**config.mk**
```make
export PLATFORM = sky130hd
export DESIGN_NAME = fifo_arbiter
export DESIGN_NICKNAME = d
export VERILOG_FILES = /design/src/rtl/fifo_arbiter.sv
export SDC_FILE = /design/constraint.sdc
export NUM_CORES = 1
export LEC_CHECK = 0
export CAP_MARGIN = 25
export CORE_MARGIN = 5
export CORE_UTILIZATION = 31
export CTS_CLUSTER_SIZE = 8
export DETAILED_ROUTE_END_ITERATION = 8
export GPL_TIMING_DRIVEN = 1
export PLACE_DENSITY = 0.84
export SLEW_MARGIN = 20
export SYNTH_ARGS = -nofsm -noshare
export SYNTH_HDL_FRONTEND = slang
export SYNTH_SLANG_ARGS = --single-unit
```
**constraint.sdc**
```tcl
create_clock -name clk -period 2.35 [get_ports clk]
set_input_delay 0.47 -clock clk [delete_from_list [all_inputs] [get_ports clk]]
set_output_delay 0.47 -clock clk [all_outputs]
set_load 0.005 [all_outputs]
```
**src/rtl/fifo_arbiter.sv**
```systemverilog
// Round-robin write arbiter for two producers feeding an external FIFO, plus a
// burst read engine that drains the FIFO on a near-full threshold or a flush.
//
// state | meaning
// IDLE  | no reads; waiting for almost-full or a pending flush with data
// BURST | issuing gets whenever the consumer is ready, up to BURST_LEN words
module fifo_arbiter #(
  parameter int BURST_LEN = 8,
  parameter int DW        = 8
) (
  input  logic          clk,
  input  logic          rst,
  input  logic          req0,
  input  logic          req1,
  input  logic [DW-1:0] wdata0,
  input  logic [DW-1:0] wdata1,
  output logic          gnt0,
  output logic          gnt1,
  input  logic          flush,
  input  logic          fifo_full,
  input  logic          fifo_empty,
  input  logic          fifo_allmost_full,
  input  logic [DW-1:0] fifo_get_data,
  output logic          fifo_put,
  output logic          fifo_get,
  output logic [DW-1:0] fifo_put_data,
  input  logic          out_ready,
  output logic          out_valid,
  output logic [DW-1:0] out_data,
  output logic          busy
);

  typedef enum logic {
    IDLE  = 1'b0,
    BURST = 1'b1
  } state_t;

  localparam logic [4:0] BCNT_LAST = 5'(BURST_LEN - 1);

  state_t     state_q, state_d;
  logic       prio_q, prio_d;
  logic [4:0] bcnt_q, bcnt_d;
  logic       flush_pend_q, flush_pend_d;
  logic       gnt0_c, gnt1_c, get_c;

  // Grants are combinational so a granted word lands in the FIFO the same cycle.
  always_comb begin
    gnt0_c = 1'b0;
    gnt1_c = 1'b0;
    if (!rst && !fifo_full) begin
      if (req0 && (!req1 || !prio_q)) gnt0_c = 1'b1;
      else if (req1)                  gnt1_c = 1'b1;
    end
  end

  always_comb begin
    prio_d = prio_q;
    if (gnt0_c)      prio_d = 1'b1;
    else if (gnt1_c) prio_d = 1'b0;
  end

  assign get_c = !rst && (state_q == BURST) && out_ready && !fifo_empty;

  always_comb begin
    state_d      = state_q;
    bcnt_d       = bcnt_q;
    flush_pend_d = flush_pend_q | flush;
    case (state_q)
      IDLE: begin
        if (fifo_allmost_full || (flush_pend_q && !fifo_empty)) begin
          state_d = BURST;
          bcnt_d  = 5'd0;
        end
      end
      BURST: begin
        // Running dry ends the flush; a flush arriving now re-arms it.
        if (fifo_empty) begin
          state_d      = IDLE;
          flush_pend_d = flush;
        end else if (get_c) begin
          bcnt_d = bcnt_q + 5'd1;
          if (bcnt_q == BCNT_LAST) state_d = IDLE;
        end
      end
      default: state_d = IDLE;
    endcase
  end

  always_ff @(posedge clk) begin
    if (rst) begin
      state_q      <= IDLE;
      prio_q       <= 1'b0;
      bcnt_q       <= 5'd0;
      flush_pend_q <= 1'b0;
    end else begin
      state_q      <= state_d;
      prio_q       <= prio_d;
      bcnt_q       <= bcnt_d;
      flush_pend_q <= flush_pend_d;
    end
  end

  assign gnt0          = gnt0_c;
  assign gnt1          = gnt1_c;
  assign fifo_put      = gnt0_c | gnt1_c;
  assign fifo_put_data = gnt0_c ? wdata0 : (gnt1_c ? wdata1 : '0);
  assign fifo_get      = get_c;
  assign out_valid     = get_c;
  assign out_data      = get_c ? fifo_get_data : '0;
  assign busy          = !rst && (state_q == BURST);

endmodule
```
# Word-level counts from Yosys, hierarchy flattened
# Cells that the tools add are included.
[totals]
ff_bits = 8
input_bits = 33
out_inout_bits = 22
elab_cells = 48
[op_classes]
add_sub_neg = 1
eq_ne = 4
n_mux = 21
bitwise = 3
reduce_logical = 15
[ops]
columns = ["operator", "count"]
rows = [
  ["$mux W8", 3],
  ["$mux W5", 3],
  ["$mux W1", 13],
  ["$pmux W5 S2", 1],
  ["$logic_and A1 B1 Y1", 6],
  ["$add A5 B1 Y5 const B", 1],
  ["$eq A5 B3 Y1 const B", 1],
  ["$logic_not A1 Y1", 5],
  ["$ne A2 B2 Y1 const B", 2],
  ["$reduce_and A3 Y1", 1],
  ["$logic_or A1 B1 Y1", 2],
  ["$ne A2 B1 Y1 const B", 1],
  ["$or A1 B1 Y1", 2],
  ["$pmux W1 S2", 1],
  ["$reduce_bool A2 Y1", 1],
  ["$not A1 Y1", 1],
]

# Depth between registers and ports, before layout
[depth]
word_depth = 7
ltp_mapped = 6
depth_no_buf = 4

# Least setup slack after synthesis
# Ideal clock, no wire load.
[synth_path]
path_kind = "input port to output port"
start = "input fifo_empty"
end = "output out_data[0]"
arrival_ns = 1.255
t_required_ns = 1.880
slack_ns = 0.625
stages = 5
n_path_buf = 2
cell_sequence = "nand4bb_1 > buf_2 > inv_1 > clkbuf_1 > and2_1"
[synth_via]
elab_chain_len = 3
[synth_rtl]
columns = ["item", "line_no", "text"]
rows = [
  ["from (decl)", "21", "input logic fifo_empty,"],
  ["$logic_not A1 Y1", "62", "assign get_c = !rst && (state_q == BURST) && out_ready && !fifo_empty;"],
  ["$logic_and A1 B1 Y1", "62", ""],
  ["net fifo_get", "25", "output logic fifo_get,"],
  ["$mux W8", "109", "assign out_data = get_c ? fifo_get_data : '0;"],
  ["to (decl)", "29", "output logic [DW-1:0] out_data,"],
]
# The timed path passes the listed nets, and every way through them passes these cells.

# Worst setup path in the final report
[layout_path]
start = "input fifo_full"
end = "output gnt1"
[layout_via]
elab_chain_len = 3
[layout_rtl]
columns = ["item", "line_no", "text"]
rows = [
  ["from (decl)", "20", "input logic fifo_full,"],
  ["$logic_not A1 Y1", "50", "if (!rst && !fifo_full) begin"],
  ["$logic_and A1 B1 Y1", "50", ""],
  ["$mux W1", "50", ""],
  ["to (decl)", "18", "output logic gnt1,"],
]
# Every way passes these cells.

==> metrics.md <==
| Metric | Value |
|---|---|
| Slew headroom | `0.6492` |
| Cells after synthesis | `70` |
| Max Clock Freq | `between 0.4 and 0.5 GHz` |
| Area contributors post-synth | `dfxtp_1, a22o_1, and2_1` |
| Die Wd | `roughly 52 um` |
| DIE HEIGHT | `about 52 um` |
| Sequential share of power | `0.393` |
| Die area | `2734 sq um` |
| Initial core utilization | `0.3245` |
| Slowest CP cell | `clkdlybuf4s50_1` |
| CTS buffer count | `3` |
| Critical path capture point type | `output pin` |
| DRT iter0 DRCs | `14` |
| Synth area leader | `dfxtp_1` |
| Comb pwr share | `0.322` |
| Hold buffers post-CTS | `0` |
| Outcome | `completed` |
| Mapped Area | `~550 sq um` |
| Post-Place Cell Area | `~1200 sq um` |
| R2R depth | `4` |
| P&R area growth vs syn | `121.0%` |
| Clk root buf | `clkbuf_4` |
| TNS Setup | `0 ps` |
| Commonest cells after routing, fill and taps aside | `clkdlybuf4s50_1, dlygate4sd2_1, buf_4` |
| Synthesized Nets | `~100` |
| Yosys top cell area share | `0.2889` |
| First-pass GRT wire length | `roughly 3500 um` |
| Final period util | `0.9737` |
| DP HPWL | `roughly 1800 um` |
| Leakage power | `approximately 0.59 nW` |
| Clock network power share | `0.285` |
| Crit-path max FO | `11` |
| Max-cap violation count | `0` |
| I/O Buffers | `54` |
| # diodes | `0` |
| Remaining global-route overflow | `0` |
| Synthesized area per cell | `around 7.9 sq um` |
| Core area | `~1700 sq um` |
| Seq cells post-synth | `8` |
| Switching part of the total | `0.2366` |
| CP arrival | `approximately 1800 ps` |
| Commonest non-fill, non-tap cell in the layout | `clkdlybuf4s50_1` |
| Required time of the critical path | `1880 ps` |
| DRT Wirelength | `about 2200 um` |
| Synth Flop Type | `dfxtp_1` |
| Placement Setup Slack | `-224.3 ps` |
| CP Buf/Inv Count | `3` |
| Crit start category | `primary input` |
| Nets | `171` |
| Row count | `15` |
| EDFF count, synth | `0` |
| Final hold viol count | `0` |
| CTS tree | `built` |
| WL per Instance | `about 14 um` |
| Post-route core utilization | `0.7172` |
| Post-synthesis sequential area ratio | `0.2889` |
| Vias in the first global route | `approximately 800` |
| Internal power | `between 200 and 300 uW` |
| Final setup viols | `0` |
| Routed Antenna Nets | `0` |
| CP Cell Sequence | `clkdlybuf4s50_1 > nor2_1 > and3_1 > buf_6 > clkdlybuf4s50_1` |
| Slew @ Worst Pin | `between 500 and 600 ps` |
| Via count | `745` |
| Largest net degree at the start of global routing | `12` |
| DRC viols | `0` |
| DRT Pass-1 Iters | `4` |
| CTS Sinks | `8` |
| Switch Pwr | `about 88 uW` |
| Asr flop ratio synth | `0` |
| Yosys warns | `0` |
| RSZ-0062 raised after global routing | `no` |
| Initial antenna violation count | `0` |
| Layout cells sized above 1 | `0.1630` |
| Placer congestion estimate | `roughly 0.77` |
| Final min period | `~2300 ps` |
| R2R setup slack | `just over 900 ps` |
| Final worst slack | `61.88 ps` |
| R2R Path Start | `state_q$_SDFF_PP0_` |
| Peak VDD IR | `0.2473 mV` |
| R2r endpoint | `bcnt_q[4]$_SDFFE_PP0P_` |
| Crit path max-delay family | `buffers and inverters` |
| Hold path depth | `2` |
| Hold wc startpoint | `bcnt_q[1]$_SDFFE_PP0P_` |
| I/O pins | `55` |
| Setup CP Type | `in -> out` |
| Most used cell, CP | `clkdlybuf4s50_1` |
| Vias per inst | `about 4.7` |
| Clock latency on the worst-skew pair | `~260 ps` |
| Worst hold path type | `reg -> reg` |
| Clock Skew | `between 3 and 4 ps` |
| Worst path max stage delay | `~500 ps` |
| Netlist cell types | `26` |
| Pwr Density | `between 300 and 400 nW/um^2` |
| WHS Endpoint | `bcnt_q[1]$_SDFFE_PP0P_` |
| Max clock buf depth | `2` |
| Final slew viol count | `0` |
| Finished Cell Area | `1225 sq um` |
| Htree depth | `1` |
| Reg clk slew, reported paths | `approximately 50 ps` |
| Gr usage total | `0.1794` |
[cell usage after synthesis (all sizes together) (3+ instances only)]
master and count:
a22o 8, and2 8, dfxtp 8, buf 5, nand2 5, nand2b 4, a211oi 3, inv 3
o21ai 3, or3 3
[registers in the layout, summed over array words and instances (netlist names)]
register      cells
flush_pend_q      1
state_q           1
bcnt_q            5
prio_q            1
[worst min-delay path, cell delays in order, from the launching register on]
cell and delay (ps):
dfxtp_1 320, nand2_1 60, o31ai_1 50
[cell type report]
type / instances / area (sq um)
Inverter: 3 / 11.26
Fill cell: 142 / 483.0
Sequential cell: 8 / 160.2
Multi-Input combinational cell: 53 / 367.9
Clock buffer: 3 / 22.52
Tap cell: 25 / 31.28
Timing Repair inverter: 1 / 7.507
Timing Repair Buffer: 67 / 624.3
[timing repair]
| item | 4_1_cts | 5_1_grt |
|---|---|---|
| gates cloned | 1 | 0 |
| resized for setup | 23 | 5 |
| pin swaps | 0 | 1 |
| endpoints found under the setup margin | 21 | 11 |
| buffers inserted | 3 | 2 |
[cell families after synthesis]
kind of cell	synth area share
adder cells (fa/ha/maj)	0.02257
AND/OR/NAND/NOR	0.3296
buffers and inverters	0.07675
AO/OA/AOI/OAI	0.2822
flip-flops	0.2889
[power by group through the flow]
| stage | Combinational, mW | Sequential (mW) | Clock [mW] |
|---|---|---|---|
| after floorplan | 0.0330 | 0.146 | 0 |
| after global placement | 0.119 | 0.147 | 0 |
| after detailed placement | 0.121 | 0.148 | 0 |
| after CTS | 0.118 | 0.146 | 0.111 |
| after global routing | 0.129 | 0.146 | 0.118 |
| final | 0.119 | 0.145 | 0.106 |
[worst max-delay path by stage]
stage	to	slack [ps]	cells past startpoint	from
2_1_floorplan	out_data[0]	620	5	fifo_empty
3_3_place_gp	fifo_put_data[7]	-200	6	rst
3_5_place_dp	fifo_put_data[7]	-220	6	rst
4_1_cts	out_valid	20	5	fifo_empty
5_1_grt	gnt1	4	5	fifo_full
6_report	gnt1	60	5	fifo_full
[metrics by stage]
stage | instances | power, mW | hold WS [ps]
after floorplan | 70 | 0.1793 | 452.2
after CTS | 158 | 0.3744 | 476.3
after detailed placement | 151 | 0.2688 | 468.7
after global routing | 160 | 0.3935 | 491.5
after global placement | 151 | 0.2658 | 466.1
final | 160 | 0.3703 | 473.4
[layer usage]
metal | global-route usage | up-vias | share of wire
met3 | 0.08262 | 4 | 0.11
li1 | - | 381 | -
met1 | 0.1803 | 324 | 0.37
met2 | 0.3202 | 36 | 0.51
met5 | 0 | - | 0
met4 | 0.06383 | 0 | 0.011
Power figures use the tool's default switching activity.
==> variant 1 (same settings) <==
Set the parameter `DW` to 10 (it was 8).
--- a/src/rtl/fifo_arbiter.sv
+++ b/src/rtl/fifo_arbiter.sv
@@ -6,7 +6,7 @@
 // BURST | issuing gets whenever the consumer is ready, up to BURST_LEN words
 module fifo_arbiter #(
   parameter int BURST_LEN = 8,
-  parameter int DW        = 8
+  parameter int DW        = 10
 ) (
   input  logic          clk,
   input  logic          rst,
Interface: changed (5 resized); port bits go from 55 to 65. No check against the original RTL was run, so the function may have changed too.
==> variant 1 against the original RTL <==
  * Cell area up 11%
  * Worst setup slack worse by 0.0080 ns
  * Combinational power up 16%
  * Area after synthesis up 5.4%
  * Power up 6.3%
  * Routed wire length up 22%
  * First-iteration DRC count down 7.1%
  * Sequential cell count unchanged
  * Count of clock-buffer cells in the layout unchanged
  * Critical path type unchanged
==> variant 1: results (changes against the original RTL) <==
share of final layout cell area taken by non-clock buffers=0.5240 (+0.01428); post-synthesis area per instance=7.896 µm² (-0.28%); total via count after detailed routing=846 (+14%); footprint of the multi-input gates=410.4 µm² (+12%); result of the run=finished, final reports clean; number of placed cells counting well taps=164 (+8.6%); crit-path max FO=9 (-2); share of the yosys chip area belonging to registers=0.2741 (-0.01485); initial drt markers=13 (-1); filler cell count=149 (+4.9%); Nets=188 (+9.9%); port bufs=64 (+19%); post-layout instance count excluding filler cells=171 (+6.9%); worst slew slack as a fraction of its limit=0.6633 (+0.01408); nets in the synthesized netlist=114 (+9.6%); post-cts sizing count=28 (+22%); top area cells in the synthesized netlist=sky130_fd_sc_hd__dfxtp_1 27%, sky130_fd_sc_hd__a22o_1 15%, sky130_fd_sc_hd__and2_1 11%; fraction of final layout cells sized beyond drive strength 1=0.1507 (-0.01228); global-route met3 utilization=0.05915 (-0.02347); minimum setup slack after placement=-0.2572 ns (-0.03290 ns); count of non-CTS buffers in the layout=74 (+10%); post-detail-place hpwl=2.219 mm (+21%); share of synthesized cell area in full adder, half adder and majority cells=0.02141 (-0.001160); gr usage total=0.1990 (+0.01954); gate count after technology mapping=74 (+5.7%); peak supply drop=242.9 µV (-1.8%); global-route met1 utilization=0.2077 (+0.02743); first-pass GRT wire length=3.891 mm (+11%); most common library cells after synthesis=10 x sky130_fd_sc_hd__a22o_1, 10 x sky130_fd_sc_hd__and2_1, 8 x sky130_fd_sc_hd__dfxtp_1; Routed met3 length=95 µm (-62%); Final clock-cell share=0.01661 (-0.001781); share of the synthesized area in compound gates (AO/OA/AOI/OAI)=0.2976 (+0.01548); share of the clock period used by the worst path=0.9771 (+0.003425); placer's final routability congestion estimate=0.7439 (-3.5%); vias in the first global route=818 (+2.1%); Placed Area=1290 µm² (+12%)
==> variant 1: changes by cell type in the layout (fill, tap and decap cells not counted), sizes merged <==
| cell | change |
|---|---|
| dlygate4sd2 | +2 |
| a22o | +2 |
| clkdlybuf4s15 | +1 |
| and2 | +2 |
| buf | -4 |
| clkdlybuf4s50 | +8 |
==> variant 1: final timing paths <==
kind                          start                endpoint  slack, ns  depth (start not counted)
min reg2reg  bcnt_q[1]$_SDFFE_PP0P_  bcnt_q[1]$_SDFFE_PP0P_       0.48                          2
max                       fifo_full                    gnt0       0.05                          5
min          bcnt_q[1]$_SDFFE_PP0P_  bcnt_q[1]$_SDFFE_PP0P_       0.48                          2
max reg2reg      state_q$_SDFF_PP0_  bcnt_q[3]$_SDFFE_PP0P_       0.83                          4
==> variant 1: power groups by stage <==
stage	logic, mW	registers [mW]	clock network (mW)
floorplan	0.0360	0.146	0
global placement	0.136	0.147	0
finish	0.138	0.146	0.110
detailed placement	0.140	0.147	0
global route	0.148	0.146	0.125
CTS	0.136	0.145	0.118
==> variant 2 (same flow settings) <==
Without the edit above. One comparison of `bcnt_q` changes from == to >=.
--- a/src/rtl/fifo_arbiter.sv
+++ b/src/rtl/fifo_arbiter.sv
@@ -79,7 +79,7 @@
           flush_pend_d = flush;
         end else if (get_c) begin
           bcnt_d = bcnt_q + 5'd1;
-          if (bcnt_q == BCNT_LAST) state_d = IDLE;
+          if (bcnt_q >= BCNT_LAST) state_d = IDLE;
         end
       end
       default: state_d = IDLE;
Function: same outputs for any inputs over 10 cycles, from zero or initial values and one cycle with rst high; that may be too few to reach the edited logic, so the function may still have changed.
==> variant 2 against the original RTL <==
  * The flow now finishes with violations (setup timing)
  * Critical path depth is 1 higher
  * Sequential cell count stayed put
  * Fmax is 4.5% lower
  * Power is 4.3% higher
  * Area after synthesis is 0.45% higher
  * Die area is 0.36% higher
  * Routed wire length is 8.6% higher
  * Via count is 12% higher
  * Cell area is 3.1% higher
  * Worst setup slack worse by 0.11 ns
  * Critical path type unchanged
  * Critical endpoint unchanged
==> variant 2: results (changes against the original RTL) <==
Placed Area=1151 µm² (-0.33%); Nets=176 (+2.9%); initial antenna violation count=0 (unchanged); met2 wire length=1.101 mm (-2.3%); placer's final routability congestion estimate=0.7557 (-2.0%); total via count after detailed routing=832 (+12%); nets in the synthesized netlist=104 (unchanged); Slowest-stage cell, CP=sky130_fd_sc_hd__clkdlybuf4s50_1; maximum clock path buffer count=2 (unchanged); global-route met3 utilization=0.09117 (+0.008547); port bufs=54 (unchanged); xor and xnor area share after synthesis=0 (unchanged); top area cells in the synthesized netlist=sky130_fd_sc_hd__dfxtp_1 29%, sky130_fd_sc_hd__a22o_1 13%, sky130_fd_sc_hd__and2_1 9.0%; crit-path max FO=3 (-8); first-pass GRT wire length=3.670 mm (+4.3%); flop-to-flop setup slack=0.90 ns (-0.02 ns); filler cell count=134 (-5.6%); worst slew slack as a fraction of its limit=0.8245 (+0.1753); failing checks=setup timing; global-route met1 utilization=0.1879 (+0.007659); post-detail-place hpwl=1.722 mm (-6.0%); H-tree levels=1 (unchanged); pin count of the biggest net entering global routing=10 (-2); result of the run=complete, but fails checks; biggest cell delay along the critical path=0.49 ns (-0.02 ns); Routed met3 length=367 µm (+47%); number of library cell types mapped by synthesis=27 (+3.8%); share of the synthesized area in compound gates (AO/OA/AOI/OAI)=0.3146 (+0.03244); minimum setup slack after placement=-0.2539 ns (-0.02961 ns); static leakage=0.6287 nW (+6.9%); vias in the first global route=860 (+7.4%); peak supply drop=245.2 µV (-0.85%); total of endpoints with negative setup slack in the final report=1 (+1); average routed wire per standard cell=14.58 µm (+5.3%); minimum hold slack=0.4846 ns (+0.01116 ns); DRT met1 WL=923 µm (+14%); proportion of total power due to net switching=0.2551 (+0.01851); share of synthesized cell area in full adder, half adder and majority cells=0.02247 (-0.0001015); post-cts sizing count=31 (+35%); worst hold start=flush_pend_q$_SDFF_PP0_; endpoint of the worst hold path=flush_pend_q$_SDFF_PP0_; Post CTS Setup Buffer Count=6 (+3); hold-critical path depth=2 (unchanged); final wirelength=2.405 mm (+8.6%); arrival time reported for the critical path endpoint=1.93 ns (+0.11 ns); setup clock skew after layout=0.006672 ns (+0.003043 ns); share of the yosys chip area belonging to registers=0.2876 (-0.001299); met2 Track Usage GR=0.3079 (-0.01240); gr usage total=0.1779 (-0.001516); setup_tns=-0.04614 ns (-0.04614 ns); Setup WS post-layout=-0.04614 ns (-0.1080 ns); most common library cells after synthesis=8 x sky130_fd_sc_hd__a22o_1, 8 x sky130_fd_sc_hd__and2_1, 8 x sky130_fd_sc_hd__dfxtp_1
[variant 2: cell types whose count changed in the layout (fill, tap and decap cells not counted), moves of 2 or more]
cell	delta
sky130_fd_sc_hd__and3_1	-2
sky130_fd_sc_hd__nand2b_1	-2
sky130_fd_sc_hd__buf_4	+2
sky130_fd_sc_hd__and3_4	+2
sky130_fd_sc_hd__clkdlybuf4s50_1	-2
sky130_fd_sc_hd__dlygate4sd2_1	+2
sky130_fd_sc_hd__buf_6	-2
[variant 2: power by group through the flow]
stage,Clock [mW],Combinational [mW],Sequential [mW]
after floorplan,0,0.0361,0.147
after detailed placement,0,0.124,0.148
after global routing,0.114,0.139,0.147
after global placement,0,0.122,0.148
final,0.111,0.129,0.146
after CTS,0.110,0.127,0.146
[variant 2: layout make-up]
class                   count  area (µm²)  area share
well taps                  25       31.28     0.02478
inverters                   5       18.77     0.01487
clock buffers               3       22.52     0.01784
repair buffers             68       619.3      0.4906
repair inverters            2       15.01     0.01189
flip-flops and latches      8       160.2      0.1269
multi-input cells          54       395.4      0.3132
